### config.mk
export PLATFORM = sky130hd
export DESIGN_NAME = gs_div_ctrl
export DESIGN_NICKNAME = d
export VERILOG_FILES = /design/src/rtl/gs_div_ctrl.sv
export SDC_FILE = /design/constraint.sdc
export NUM_CORES = 1
export LEC_CHECK = 0
export BUFFER_PORTS_ARGS = -buffer_cell sky130_fd_sc_hd__clkbuf_2
export CORE_MARGIN = 5
export CORE_UTILIZATION = 51
export DETAILED_ROUTE_END_ITERATION = 8
export PLACE_DENSITY = 0.85
export SYNTH_ARGS = -nofsm -noshare
export SYNTH_HDL_FRONTEND = slang
export SYNTH_SLANG_ARGS = --single-unit
### constraint.sdc
create_clock -name clk -period 4.8 [get_ports clk]
set_input_delay 0.48 -clock clk [delete_from_list [all_inputs] [get_ports clk]]
set_output_delay 0.48 -clock clk [all_outputs]
set_load 0.005 [all_outputs]
### src/rtl/gs_div_ctrl.sv
// Goldschmidt divider control FSM: sequences IA then K refinement passes.
// Optional GS_IA_ROM_EN: capture IA from an internal seed table instead of ia_in.
module gs_div_ctrl #(
  parameter int ITERATIONS = 4
) (
  input  logic        clk,
  input  logic        reset,
  input  logic        start,
  output logic        in_ready,
  input  logic [15:0] n_in,
  input  logic [15:0] d_in,
  input  logic [15:0] ia_in,
  output logic [15:0] N,
  output logic [15:0] D,
  output logic [15:0] IA,
  output logic        load_regN,
  output logic        load_regD,
  output logic [1:0]  sel_ND_mux,
  output logic        sel_K_mux,
  output logic        busy,
  output logic        done,
  output logic        err
);

  typedef enum logic [2:0] {
    S_IDLE,
    S_IA_D,
    S_IA_N,
    S_K_D,
    S_K_N,
    S_DONE
  } state_t;

  localparam logic [3:0] LAST = 4'(ITERATIONS - 1);

  state_t      r_state;
  state_t      w_next;
  logic [3:0]  r_cnt;
  logic [15:0] r_n;
  logic [15:0] r_d;
  logic [15:0] r_ia;
  logic        r_err;
  logic        w_accept;
  logic [15:0] w_ia_src;

  assign w_accept = start & in_ready;

`ifdef GS_IA_ROM_EN
  // round(32768 / (1 + (i + 0.5) / 8)), i = d_in[14:12]
  always_comb begin
    w_ia_src = 16'h0000;
    unique case (d_in[14:12])
      3'd0: w_ia_src = 16'h7878;
      3'd1: w_ia_src = 16'h6BCA;
      3'd2: w_ia_src = 16'h6186;
      3'd3: w_ia_src = 16'h590B;
      3'd4: w_ia_src = 16'h51EC;
      3'd5: w_ia_src = 16'h4BDA;
      3'd6: w_ia_src = 16'h469F;
      3'd7: w_ia_src = 16'h4211;
      default: w_ia_src = 16'h0000;
    endcase
  end
`else
  assign w_ia_src = ia_in;
`endif

  always_ff @(posedge clk or posedge reset) begin
    if (reset) begin
      r_state <= S_IDLE;
    end else begin
      r_state <= w_next;
    end
  end

  always_comb begin
    w_next = r_state;
    unique case (r_state)
      S_IDLE: begin
        if (w_accept) begin
          w_next = d_in[15] ? S_IA_D : S_DONE;
        end
      end
      S_IA_D: w_next = S_IA_N;
      S_IA_N: w_next = S_K_D;
      S_K_D:  w_next = S_K_N;
      S_K_N:  w_next = (r_cnt == LAST) ? S_DONE : S_K_D;
      S_DONE: w_next = S_IDLE;
      default: w_next = S_IDLE;
    endcase
  end

  always_comb begin
    load_regN  = 1'b0;
    load_regD  = 1'b0;
    sel_ND_mux = 2'b00;
    sel_K_mux  = 1'b0;
    busy       = 1'b1;
    done       = 1'b0;
    in_ready   = 1'b0;
    unique case (r_state)
      S_IDLE: begin
        busy     = 1'b0;
        in_ready = ~reset;
      end
      S_IA_D: begin
        load_regD = 1'b1;
        sel_K_mux = 1'b1;
      end
      S_IA_N: begin
        load_regN  = 1'b1;
        sel_ND_mux = 2'b01;
        sel_K_mux  = 1'b1;
      end
      S_K_D: begin
        load_regD  = 1'b1;
        sel_ND_mux = 2'b10;
      end
      S_K_N: begin
        load_regN  = 1'b1;
        sel_ND_mux = 2'b11;
      end
      S_DONE: done = 1'b1;
      default: busy = 1'b0;
    endcase
  end

  always_ff @(posedge clk or posedge reset) begin
    if (reset) begin
      r_cnt <= 4'd0;
    end else if (r_state == S_IA_N) begin
      r_cnt <= 4'd0;
    end else if (r_state == S_K_N && r_cnt != LAST) begin
      r_cnt <= r_cnt + 4'd1;
    end
  end

  // Operands are frozen from accept until the next accept.
  always_ff @(posedge clk or posedge reset) begin
    if (reset) begin
      r_n   <= 16'h0000;
      r_d   <= 16'h0000;
      r_ia  <= 16'h0000;
      r_err <= 1'b0;
    end else if (w_accept) begin
      r_n   <= n_in;
      r_d   <= d_in;
      r_ia  <= w_ia_src;
      r_err <= ~d_in[15];
    end
  end

  assign N   = r_n;
  assign D   = r_d;
  assign IA  = r_ia;
  assign err = r_err;

endmodule

==> summary.md, run 1 <==
| Metric | Value |
|---|---|
| Worst Hold Class | input port to flip-flop |
| Final instance area | 0.00312 mm² |
| Vias in the first global route | 1663 |
| CTS Buffer Depth | 2 |
| Register bit count reported by yosys | 56 |
| Max_slew headroom | 0.255 |
| Clk_lat worst skew | 0.30 ns |
| Period utilization | 0.456 |
| Hold buffer count at cts | 0 |
| Setup CP Type | flip-flop to flip-flop |
| Synth async-reset ratio | 1.00 |
| Largest area contributor in the netlist | dfrtp_1 |
| Vias | 1624 |
| Worst path required time | 4.98 ns |
| YS warnings | 0 |
| ANT nets after route | 0 |
| Initial Util | 0.526 |
| Slew Limit Fails | 0 |
| RSZ-0062 raised after global routing | no |
| Count leader, synth | dfrtp_1 |
| Final Hold Viols | 0 |
| Synth top area share | 0.565 |
| Full die area | 0.00636 mm² |
| Die X | 79.8 µm |
| Standard-cell rows | 25 |
| Area Growth Syn to Fin | 25.5% |
| Post-Route Skew | 0.00405 ns |
| IO Port Bufs | 107 |
| Crit path capture type | flip-flop |
| Drt pass-1 iters | 4 |
| Reg2reg start | r_state[2] |
| Storage element area | 0.00140 mm² |
| Drt via density | 4.92 |
| Die height | 79.8 µm |
| CP Data Arrival Time | 2.37 ns |
| Main area contributors after synthesis | dfrtp_1 (56%), mux2_4 (28%), buf_6 (2.3%) |
| Setup TNS | 0 ns |
| CP endpoint | N[13] |
| Crit path time final | 2.19 ns |
| First-pass GRT wire length | 8120 µm |
| Worst Path Max Fanout | 51 |
| Max Clk Rate | 0.457 GHz |
| Max-cap check violation count | 0 |
| Wire per inst | 15.6 µm |
| Most frequent cells after synthesis | dfrtp_1 (56), mux2_4 (47), buf_6 (5), nand3_1 (5) |
| Ant diodes | 0 |
| Clock Pin Slew Worst Setup and Hold Paths | 0.09 ns |
| Initial antenna violation count | 0 |
| Number of H-tree levels | 2 |
| Core Util, Final | 0.660 |
| Cells after synthesis | 158 |
| PostCTS Resize Cnt | 0 |
| Clock sinks | 56 |
| Top FF cell, synth | dfrtp_1 |
| DR iter-0 viols | 65 |
| Slew @ Worst Pin | 1.12 ns |
| Final wirelength | 5150 µm |
| RePlAce Congestion | 0.742 |
| GR Util All Layers | 0.162 |
| I/O Pins | 108 |
| LEAKAGE | 0.00174 µW |
| Synth Cell Area | 0.00248 mm² |
| Reg2reg path depth | 3 |
| Placed cell area | 0.00303 mm² |
| Setup bufs post-CTS | 0 |
| HPWL Detailed | 3780 µm |
| Total gr overflow | 0 |
| Crit. Startpoint | r_state[2] |
| Final setup violating endpoints | 0 |
| Inserted Clock Buffers | 5 |
| R2R Setup Slk | 2.61 ns |
| Residual DRC | 0 |
| Mean Syn Cell Area | 15.7 µm² |
| CTS tree | yes |
| Core area | 0.00472 mm² |
| Pwr/cell area | 630 mW/mm² |
| Multi-input gate area | 998 µm² |
| Status | finished clean |
| Fin nets | 315 |
| R2r endpoint | N[13] |
| Fill cells | 352 |
| Syn Nets | 210 |
| Pin count of the biggest net entering global routing | 57 |
| Share of cells above drive strength 1 | 0.635 |
| Post-synth EDFFs | 0 |
| Sequential area share after synthesis | 0.565 |
| Peak supply drop | 0.418 mV |
| Synth unique cells | 31 |
| Setup crit start kind | flip-flop |
| Cell at the root of the clock tree | clkbuf_8 |
[state kept, by name, indices dropped and copies added (netlist names)]
register / cells
D: 16
IA: 16
N: 16
err: 1
r_cnt: 4
r_state: 3
[layout by cell type (no fill, tap or decap), drive strengths merged, types with 2 or more instances in the layout]
cell	Yosys	layout
clkbuf	2	112
dfrtp	56	56
mux2	48	48
nand3	5	5
nor2	4	4
inv	4	4
o211ai	3	3
o21ai	3	3
a21oi	3	3
nand2	3	3
nand2b	2	2
or4	2	2
o221ai	2	2
xnor2	2	2
[power by group]
group          internal (µW)  leakage, µW  switching [µW]  total [µW]
Clock                   99.2    0.0000400             143         243
Combinational            544      0.00102             294         838
Sequential               700     0.000677             184         884
[worst min-delay path by stage]
stage	slack (ns)	startpoint	endpoint	cells after the start
after CTS	0.39	d_in[15]	err	2
after floorplan	0.50	N[15]	N[15]	1
after detailed placement	0.49	D[14]	D[14]	1
final	0.40	d_in[15]	err	2
after global routing	0.39	d_in[15]	err	2
after global placement	0.49	N[15]	N[15]	1
[kinds of logic (layout without fill, tap and decap cells)]
kind of cell | count (synthesis) | in the layout | synth area share
mux | 49 | 49 | 0.293
xor+xnor | 2 | 2 | 0.00706
compound gates | 13 | 13 | 0.0338
buf+inv | 13 | 118 | 0.0353
simple gates | 24 | 24 | 0.0615
flops | 56 | 56 | 0.565
fa+ha+maj | 1 | 1 | 0.00504
[stage by stage]
stage                     worst slack [ns]  hold slack [ns]  total power (µW)  instances
after floorplan                       2.95            0.504              1390        158
after global placement                2.68            0.490              1710        323
after detailed placement              2.64            0.492              1740        323
after CTS                             2.62            0.391              1990        330
after global routing                  2.50            0.391              2090        330
final                                 2.61            0.398              1960        330
[cell type report]
cell class,count,share of cell area
clock inverters,2,0.00402
repair buffers,107,0.172
multi-input cells,89,0.320
clock buffers,5,0.0221
inverters,4,0.00482
flip-flops and latches,56,0.450
well taps,67,0.0269
[layer usage]
| layer | vias up | global-route usage | wire length (µm) |
|---|---|---|---|
| met5 | - | 0 | 0 |
| met4 | 0 | 0.0456 | 48 |
| met3 | 5 | 0.0350 | 330 |
| met2 | 61 | 0.277 | 2580 |
| met1 | 797 | 0.206 | 2190 |
| li1 | 761 | - | - |
[worst max-delay path: stages, from the launching register on]
cell	delay, ns
dfrtp_1	0.58
nor4_4	0.41
nand2_4	0.52
mux2_4	0.50
Power figures use the tool's default switching activity.
==> run 2, diff against run 1 <==
Settings changed: CORE_UTILIZATION 51 to 47, PLACE_DENSITY 0.85 to 0.79.
Clock period 4.8 ns to 2.25 ns, I/O delays scaled along.
==> run 2 against run 1 <==
Effect of this change: via count is 0.99% higher; power is 120% higher; count of clock-buffer cells in the layout is the same; die area grew 7.4%; sequential share of layout area is 1.4 points lower; first-iteration DRC count down 18%; utilization is 3.1 points lower; final cell count up 3.3%; non-clock buffer count grew 7; critical endpoint is now sel_ND_mux[1].
==> summary.md, run 2 (synthesis results as in run 1) <==
| Metric | Value |
|---|---|
| Status | finished clean |
| Final Hold Viols | 0 (unchanged) |
| PostCTS Resize Cnt | 0 (unchanged) |
| First-pass GRT wire length | 7960 µm (-2.0%) |
| Initial antenna violation count | 0 (unchanged) |
| HPWL Detailed | 4140 µm (+9.7%) |
| I/O Pins | 108 (unchanged) |
| Hold slack | 0.136 ns (-0.261 ns) |
| Cells after DPL | 332 (+2.8%) |
| Die X | 82.7 µm (+3.6%) |
| Max-cap check violation count | 0 (unchanged) |
| CTS tree | yes |
| Number of H-tree levels | 2 (unchanged) |
| Total gr overflow | 0 (unchanged) |
| Post-route setup slack | 0.409 ns (-2.20 ns) |
| RSZ-0062 raised after global routing | no |
| Drt via density | 4.81 (-2.3%) |
| Placed cell area | 0.00311 mm² (+2.4%) |
| Max_slew headroom | 0.622 (+0.367) |
| GR Util All Layers | 0.155 (-0.00695) |
| Setup TNS | 0 ns (unchanged) |
| Fill cells | 411 (+17%) |
| Reg2reg start | r_state[2] |
| Ant diodes | 0 (unchanged) |
| Crit path capture type | output pin |
| Final wirelength | 5400 µm (+5.0%) |
| Slew Limit Fails | 0 (unchanged) |
| Drt pass-1 iters | 4 (unchanged) |
| DR iter-0 viols | 53 (-18%) |
| Clock Pin Slew Worst Setup and Hold Paths | 0.10 ns (about the same) |
| Wire per inst | 15.8 µm (+1.6%) |
| Final setup violating endpoints | 0 (unchanged) |
| M3 GR Usage | 0.0325 (-0.00245) |
| Pin count of the biggest net entering global routing | 35 (-39%) |
| Setup crit start kind | flip-flop |
| Initial Util | 0.486 (-0.0395) |
| Residual DRC | 0 (unchanged) |
| IO Port Bufs | 107 (unchanged) |
| Commonest cells after routing, fill and taps aside | clkbuf_2 (107), dfrtp_1 (56), mux2_4 (47) |
| Pwr/cell area | 1340 mW/mm² (+110%) |
| Full die area | 0.00684 mm² (+7.4%) |
| Fin nets | 322 (+2.2%) |
| CP Data Arrival Time | 1.62 ns (-0.75 ns) |
| Cell at the root of the clock tree | clkbuf_8 |
| Max Clk Rate | 0.543 GHz |
| Die height | 82.7 µm (+3.6%) |
| Final instance area | 0.00321 mm² (+3.1%) |
| Post-Layout Cell Count | 341 (+3.3%) |
| Global routing's busiest layer | met2 |
| Vias | 1640 (+0.99%) |
| Share of cells above drive strength 1 | 0.642 (+0.00709) |
| Most common cell after layout, fill and taps aside | clkbuf_2 |
| Global-route met1 utilization | 0.188 (-0.0175) |
| Peak supply drop | 0.825 mV (+97%) |
| Vias in the first global route | 1634 (-1.7%) |
| Worst Path Max Fanout | 12 (-76%) |
| Worst path required time | 2.03 ns (-2.95 ns) |
| Inserted Clock Buffers | 5 (unchanged) |
| Crit. Startpoint | r_state[0] |
| Core area | 0.00511 mm² (+8.1%) |
| Met2 GRT Util | 0.275 (-0.00229) |
| CTS Buffer Depth | 2 (unchanged) |
| Slew @ Worst Pin | 0.566 ns (-0.550 ns) |
| Clk_lat worst skew | 0.31 ns (about the same) |
| Setup CP Type | flip-flop to output pin |
| Clock sinks | 56 (unchanged) |
| Pre-CTS setup slack | 0.556 ns (-2.08 ns) |
| Post-Route Skew | 0.0107 ns (+0.00661 ns) |
| ANT nets after route | 0 (unchanged) |
| Min-delay src | d_in[15] |
| Slowest stage delay, CP | 0.42 ns (-0.16 ns) |
| RePlAce Congestion | 0.794 (+7.0%) |
| Worst-path cell chain | buf_4, nand2b_1, or2_2, nand2_1, clkbuf_2 |
| Worst Hold Class | input port to flip-flop |
| Slowest CP cell | dfrtp_1 |
| Area Growth Syn to Fin | 29.4% |
| Standard-cell rows | 26 (+4.0%) |
| LEAKAGE | 0.00178 µW (+2.6%) |
| Crit path time final | 1.84 ns |
| Period utilization | 0.818 |
## run 2: cell count changes in the layout (fill, tap and decap cells not counted)
| cell | change |
|---|---|
| buf_12 | +2 |
| buf_4 | +4 |
| clkinv_2 | -1 |
| clkinvlp_4 | +1 |
| dlygate4sd3_1 | +1 |
| inv_8 | +1 |
## run 2: path summary, 6_finish.rpt
| path | endpoint | slack (ns) | depth (start not counted) |
|---|---|---|---|
| max | sel_ND_mux[1] | 0.41 | 5 |
| min | err | 0.14 | 2 |
| max reg2reg | IA[2] | 0.55 | 4 |
| min reg2reg | D[13] | 0.52 | 1 |
| max in group asynchronous | N[7] | 1.18 | 4 |
| min in group asynchronous | N[13] | 0.53 | 3 |
## run 2: layout make-up
class | count | area, µm² | area share
clock buffers | 5 | 68.8 | 0.0214
clock inverters | 3 | 26.3 | 0.00818
inverters | 4 | 15.0 | 0.00467
multi-input cells | 89 | 998 | 0.311
flip-flops and latches | 56 | 1400 | 0.436
well taps | 70 | 87.6 | 0.0273
repair buffers | 114 | 616 | 0.192
## run 2: routing by layer
| metal | part of all wire | vias up | wire, µm |
|---|---|---|---|
| li1 | - | 779 | - |
| met1 | 0.40 | 805 | 2180 |
| met2 | 0.53 | 51 | 2860 |
| met3 | 0.061 | 5 | 330 |
| met4 | 0.0072 | 0 | 39 |
| met5 | 0 | - | 0 |
## run 2: critical path, delay by kind of cell, from the launching register on
kind	cells	cell delay, ns
AND/OR/NAND/NOR	3	0.60
flip-flops	1	0.42
buffers and inverters	2	0.30
## run 2: what timing repair did
item | 4_1_cts | 5_1_grt
endpoints found under the hold margin | 22 | 0
buffers inserted | 0 | 0
hold buffers | 1 | 0
## run 2: per-stage QoR
stage          power (µW)  utilization
5_1_grt              4590        0.629
4_1_cts              4370        0.629
2_1_floorplan        2960            -
3_3_place_gp         3720        0.609
3_5_place_dp         3790        0.609
6_report             4300        0.629
## run 2: report_power, final
part | leakage (µW) | internal (µW) | switching (µW)
Combinational | 0.00106 | 1200 | 752
Clock | 0.0000423 | 227 | 334
Sequential | 0.000677 | 1490 | 295
Total | 0.00178 | 2920 | 1380
